--- config.mk ---
export PLATFORM = sky130hd
export DESIGN_NAME = fifo_rd_stream
export DESIGN_NICKNAME = d
export VERILOG_FILES = /design/src/rtl/fifo_rd_stream.sv
export SDC_FILE = /design/constraint.sdc
export NUM_CORES = 1
export LEC_CHECK = 0
export ABC_AREA = 1
export BUFFER_PORTS_ARGS = -buffer_cell sky130_fd_sc_hd__buf_2
export CORE_ASPECT_RATIO = 1.75
export CORE_UTILIZATION = 40
export CTS_BUF_LIST = sky130_fd_sc_hd__clkbuf_4
export DETAILED_ROUTE_END_ITERATION = 7
export PLACE_DENSITY_LB_ADDON = 0.3
export SLEW_MARGIN = 30
export SYNTH_ARGS = -nofsm -noshare
export SYNTH_HDL_FRONTEND = slang
export SYNTH_SLANG_ARGS = --single-unit
export TNS_END_PERCENT = 50
--- constraint.sdc ---
create_clock -name rclk -period 3.03 [get_ports rclk]
set_input_delay 0.1515 -clock rclk [delete_from_list [all_inputs] [get_ports rclk]]
set_output_delay 0.1515 -clock rclk [all_outputs]
set_load 0.005 [all_outputs]
--- src/rtl/fifo_rd_stream.sv ---
// fifo_rd_stream: read-side drain stage for the asynchronous FIFO (rclk domain).
// Pops words from the FIFO show-ahead read port and presents them as a
// registered valid/ready stream through a 2-entry skid buffer.
//
// Ports:
//   rclk, rrst_n        clock, synchronous active-low reset
//   rempty, rdata, rinc FIFO read port (rinc is combinational)
//   flush               synchronous discard of buffered words
//   m_valid, m_ready,   downstream stream, m_valid/m_data registered
//   m_data
//   rd_count            delivered-word counter
//
// Optional feature: define FIFO_RD_STREAM_COUNT_EN to build the rd_count
// counter; otherwise rd_count is tied to zero.
module fifo_rd_stream #(
  parameter int DSIZE = 8,
  parameter int CSIZE = 16
) (
  input  logic             rclk,
  input  logic             rrst_n,
  input  logic             rempty,
  input  logic [DSIZE-1:0] rdata,
  output logic             rinc,
  input  logic             flush,
  output logic             m_valid,
  input  logic             m_ready,
  output logic [DSIZE-1:0] m_data,
  output logic [CSIZE-1:0] rd_count
);

  logic [1:0][DSIZE-1:0] buf_mem, buf_n;
  logic                  head, head_n;
  logic                  tail, tail_n;
  logic [1:0]            cnt, cnt_n;
  logic                  push;
  logic                  xfer;

  // Pop decision depends only on local occupancy, never on m_ready.
  always_comb begin
    rinc = rrst_n & ~rempty & ~flush & (cnt != 2'd2);
    push = rinc;
    xfer = m_valid & m_ready & ~flush;
  end

  always_comb begin
    buf_n  = buf_mem;
    head_n = head;
    tail_n = tail;
    cnt_n  = cnt;
    if (flush) begin
      head_n = 1'b0;
      tail_n = 1'b0;
      cnt_n  = 2'd0;
    end else begin
      if (push) begin
        buf_n[tail] = rdata;
        tail_n      = ~tail;
      end
      if (xfer) begin
        head_n = ~head;
      end
      case ({push, xfer})
        2'b10:   cnt_n = cnt + 2'd1;
        2'b01:   cnt_n = cnt - 2'd1;
        default: cnt_n = cnt;
      endcase
    end
  end

  // m_data/m_valid are registered from the next-state view of buf/head/cnt,
  // so they always equal buf[head] and (cnt != 0) after each edge.
  always_ff @(posedge rclk) begin
    if (!rrst_n) begin
      buf_mem <= '0;
      head    <= 1'b0;
      tail    <= 1'b0;
      cnt     <= 2'd0;
      m_valid <= 1'b0;
      m_data  <= '0;
    end else begin
      buf_mem <= buf_n;
      head    <= head_n;
      tail    <= tail_n;
      cnt     <= cnt_n;
      m_valid <= (cnt_n != 2'd0);
      m_data  <= buf_n[head_n];
    end
  end

`ifdef FIFO_RD_STREAM_COUNT_EN
  always_ff @(posedge rclk) begin
    if (!rrst_n) begin
      rd_count <= '0;
    end else if (xfer) begin
      rd_count <= rd_count + 1'b1;
    end
  end
`else
  assign rd_count = '0;
`endif

endmodule
* Word level (Yosys, flattened, before mapping)
Index checks and enable logic that the tools add are counted.
** Operators by class
- Magnitude comparators :: 3
- Multiplexer cells :: 11
- Reductions and logical operators :: 3
- Eq/ne operators :: 3
- $add $sub $neg :: 2
- Bitwise logic cells :: 10
** Operators with widths (count)
- 16-bit 2-to-1 mux :: 2
- 8-bit 2-to-1 mux :: 3
- 16-bit bitwise mux :: 1
- 8-bit demux with 1-bit select :: 1
- 1-bit bitwise AND :: 5
- 1-bit inverter :: 5
- 1-bit by 2-bit less-than comparator with 1-bit output, second input constant :: 2
- 2-bit one-hot mux with 2 select lines :: 1
- 2-bit by 1-bit adder with 2-bit output, second input constant :: 1
- 2-bit by 1-bit equality test with 1-bit output, second input constant :: 1
- 2-bit equality test, second input constant :: 1
- 1-bit 2-to-1 mux :: 2
- 2-bit 2-to-1 mux :: 1
- 2-bit inequality test, second input constant :: 1
- 2-bit nonzero test :: 1
- 2-bit OR reduction :: 1
- 2-bit by 1-bit subtractor with 2-bit output, second input constant :: 1
- 1-bit greater-or-equal comparator, second input constant :: 1
- 1-bit logical AND :: 1
** Word-level totals
- Bits in registers :: 29
- Output and inout bits :: 26
- Word-level logic and storage cells :: 39
- Bits of input ports :: 13

* Longest topological paths before layout
- Word-level depth :: 9
- Mapped depth :: 11
- Depth with buffers taken out :: 10

* Worst setup path after synthesis
No wires, ideal clock.
- Kind :: register to register
- Start point :: reg cnt[0]
- End point :: reg m_valid
- Buffers on the path :: 1
- Cell stages (with the launch flop) :: 10
- Setup time :: 0.119 ns
- Data required time :: 2.911 ns
- Path slack :: 1.519 ns
- Period minus slack after synthesis :: 1.511 ns
- Arrival :: 1.391 ns
- Path through :: dfxtp_1 -> inv_2 -> nand2_2 -> nand3_4 -> buf_6 -> ha_1 -> inv_1 -> nand4_1 -> nand2_1 -> o21bai_1
** On the way
- Cells in the longest elaborated chain, start to end :: 6
- Elaborated cells between the ends (all ways) :: 9
- Classes of those cells :: add/sub (2); eq/ne (3); mux (2); bitwise (1); reduce/logical (1)
** Ends and longest elaborated chain
- start: declaration :: RTL line 34 : logic [1:0] cnt, cnt_n;
- start signal: assignment :: RTL line 84 : cnt <= cnt_n;
- 2-bit inequality test :: RTL line 40 : rinc = rrst_n & ~rempty & ~flush & (cnt != 2'd2);
- 1-bit bitwise AND :: RTL line 40
- 2-bit by 1-bit equality test with 1-bit output / 2-bit equality test (equally long branches) :: RTL line 62 : case ({push, xfer})
- 2-bit one-hot mux with 2 select lines (*) :: RTL line 62
- 2-bit 2-to-1 mux (*) :: RTL line 50 : if (flush) begin
- 2-bit nonzero test (*) :: RTL line 85 : m_valid <= (cnt_n != 2'd0);
- end signal: assignment :: RTL line 85
- end: declaration :: RTL line 25 : output logic m_valid,
Every way passes the cells marked *; elsewhere a longest branch is shown, timed or not.
A chain may end at the register's enable or synchronous reset.

* Worst setup path in the final report
Ends and elaborated chain as after synthesis.

==> summary.md <==
| Metric | Value |
|---|---|
| Final Hold Viols | 0 |
| TritonCTS clock tree | done |
| Power per Cell Area | 429 nW/um^2 |
| Synthesis-stage register bit count | 29 |
| Hold path depth | 4 |
| Yosys cell types | 22 |
| Ant. Diodes | 0 |
| Filler Cell Count | 414 |
| # clock sinks | 29 |
| Die width | 48.4 um |
| Clk root buf | clkbuf_4 |
| Cts hold-fix bufs | 0 |
| I/O pin total | 39 |
| Number of nets in the layout | 262 |
| Post-CTS Setup Bufs | 0 |
| Synthesis warning total | 0 |
| Post-route antenna net violation count | 0 |
| Max Fanout on Critical Path | 19 |
| Status | finished, final reports clean |
| HPWL after DPL | 2090 um |
| Pin count of the biggest net entering global routing | 20 |
| DR pass1 iterations | 4 |
| Worst path required time | 3290 ps |
| Relative slew slack | 0.570 |
| Initial core utilization | 0.419 |
| PnR worst setup slack | 1170 ps |
| Area of the die | 4020 um^2 |
| Initial antenna violation count | 0 |
| Worst setup SP type | flip-flop |
| Row count | 29 |
| Starting DRT DRC Count | 37 |
| CTS Buf Count | 5 |
| WL per Instance | 10.3 um |
| Worst skew pair latency | 330 ps |
| Pwr Total | 692 uW |
| CTS max path bufs | 2 |
| DRC | 0 |
| Total Wirelength | 3040 um |
| Worst-path clk slew | 80 ps |
| # port buffers | 22 |
| Total core area | 3590 um^2 |
| Leak pwr | 0.878 nW |
| Area of the mapped netlist | 1500 um^2 |
| Mean Syn Cell Area | 6.63 um^2 |
| Via count | 1,381 |
| Worst slew pin tran | 645 ps |
| Vias in the first global route | 1,240 |
| Crit Path Class | flip-flop to flip-flop |
| Setup TNS | 0 ps |
| Synth Instances | 227 |
| Via-to-Cell Ratio | 4.68 |
| Area occupied by multi-input gates | 768 um^2 |
| Remaining global-route overflow | 0 |
| Unrepaired setup endpoints after global routing | false |
| Post-CTS sizing | 0 |
| Die H | 83.1 um |
| Hold_ws | 164 ps |
| Worst Skew | 10.0 ps |
| GP Congestion | 0.773 |
| Setup violations, final | 0 |
| Crit. End Element | flip-flop |
| Crit path DAT | 2120 ps |
| Max Cap Violations | 0 |
| Slew Limit Fails | 0 |
| Peak VDD IR | 0.000204 V |
| Reg2Reg Depth | 9 |
| GRT Util Overall | 0.173 |
| Hold Path Class | input port to flip-flop |
| Layout cells sized above 1 | 0.165 |
| Area Growth Syn to Fin | 7.32% |
| Register Area | 581 um^2 |
| Post-route cell area | 1610 um^2 |
| Share of the clock period used by the worst path | 0.613 |
| Fmax | 539 MHz |
| Final min period | 1860 ps |
| Htree depth | 2 |
| Seq/Total Area, Yosys | 0.386 |
| DP Worst Slack | 1190 ps |
| First-pass GRT wire length | 5290 um |
| DP Area | 1560 um^2 |
==> path summary, 6_finish.rpt <==
kind                         start                    end  slack [ps]
max              cnt[0]$_SDFF_PN0_     m_valid$_SDFF_PN0_        1170
min                          flush      cnt[0]$_SDFF_PN0_         160
max reg2reg      cnt[0]$_SDFF_PN0_     m_valid$_SDFF_PN0_        1170
min reg2reg  buf_mem[7]$_SDFF_PN0_  buf_mem[7]$_SDFF_PN0_         490
==> Yosys cell counts, drive strengths merged <==
| cell | n | share of area |
|---|---|---|
| nand2 | 117 | 0.29 |
| dfxtp | 29 | 0.39 |
| buf | 22 | 0.11 |
| nand3 | 19 | 0.072 |
| a21oi | 18 | 0.062 |
| inv | 10 | 0.025 |
| nor2 | 5 | 0.021 |
| clkbuf | 1 | 0.0025 |
| clkinv | 1 | 0.0033 |
| conb | 1 | 0.0025 |
| ha | 1 | 0.0083 |
| nand3b | 1 | 0.0050 |
| nand4 | 1 | 0.0042 |
| o21bai | 1 | 0.0050 |
==> flip-flops by register name, summed over array words and instances, names as in the netlist <==
name     flops
tail         1
cnt          2
m_data       8
m_valid      1
head         1
buf_mem     16
==> layout by cell type (no fill, tap or decap) <==
master    synthesis  layout
nand2_2           1       1
inv_2             4       4
clkbuf_4          0       6
inv_1             6       6
o21bai_1          1       1
nand3_4           1       1
a21oi_2           1       1
nand3_1          18      18
a21oi_1          17      17
ha_1              1       1
nor2_2            2       2
buf_2             3      22
dfxtp_1          29      29
nand2_1         116     116
nor2_1            2       2
nand3b_1          1       1
clkinv_2          1       3
conb_1            1      16
nor2_4            1       1
nand4_1           1       1
==> through the flow <==
stage,std cells,utilization
2_1_floorplan,242,-
3_3_place_gp,287,0.434
3_5_place_dp,287,0.434
4_1_cts,295,0.449
5_1_grt,295,0.449
6_report,295,0.449
==> logic make-up (layout without fill, tap and decap cells) <==
logic type,count (synthesis),in the layout,synth area share
flip-flops,29,29,0.386
AND/OR/NAND/NOR,143,143,0.395
other,1,16,0.00249
AO/OA/AOI/OAI,19,19,0.0674
adder cells (fa/ha/maj),1,1,0.00832
buffers and inverters,34,41,0.141
==> power by group <==
| part | total [mW] | switching (mW) | internal [mW] |
|---|---|---|---|
| logic | 0.0636 | 0.0425 | 0.0211 |
| clock network | 0.234 | 0.137 | 0.0971 |
| registers | 0.394 | 0.00454 | 0.389 |
==> final cells by class <==
class                   instances  share of cell area
multi-input cells             179               0.476
clock inverters                 2             0.00620
clock buffers                   6              0.0279
inverters                      11              0.0264
repair buffers                 22              0.0682
well taps                      46              0.0357
flip-flops and latches         29               0.360
==> critical path: stages, from the launching register on <==
cell and delay, ps:
dfxtp_1 370, inv_2 60, nand2_2 280, nand3_4 290, ha_1 390, inv_1 90
nand3_1 80, nand2_1 60, nand2_1 60, o21bai_1 110
==> routing by layer <==
layer  track usage  share of wire
met5             0              0
met4         0.102          0.024
met3        0.0476          0.044
met2         0.314           0.55
met1         0.171           0.38
Note: power is estimated with default switching activity, not from simulation.
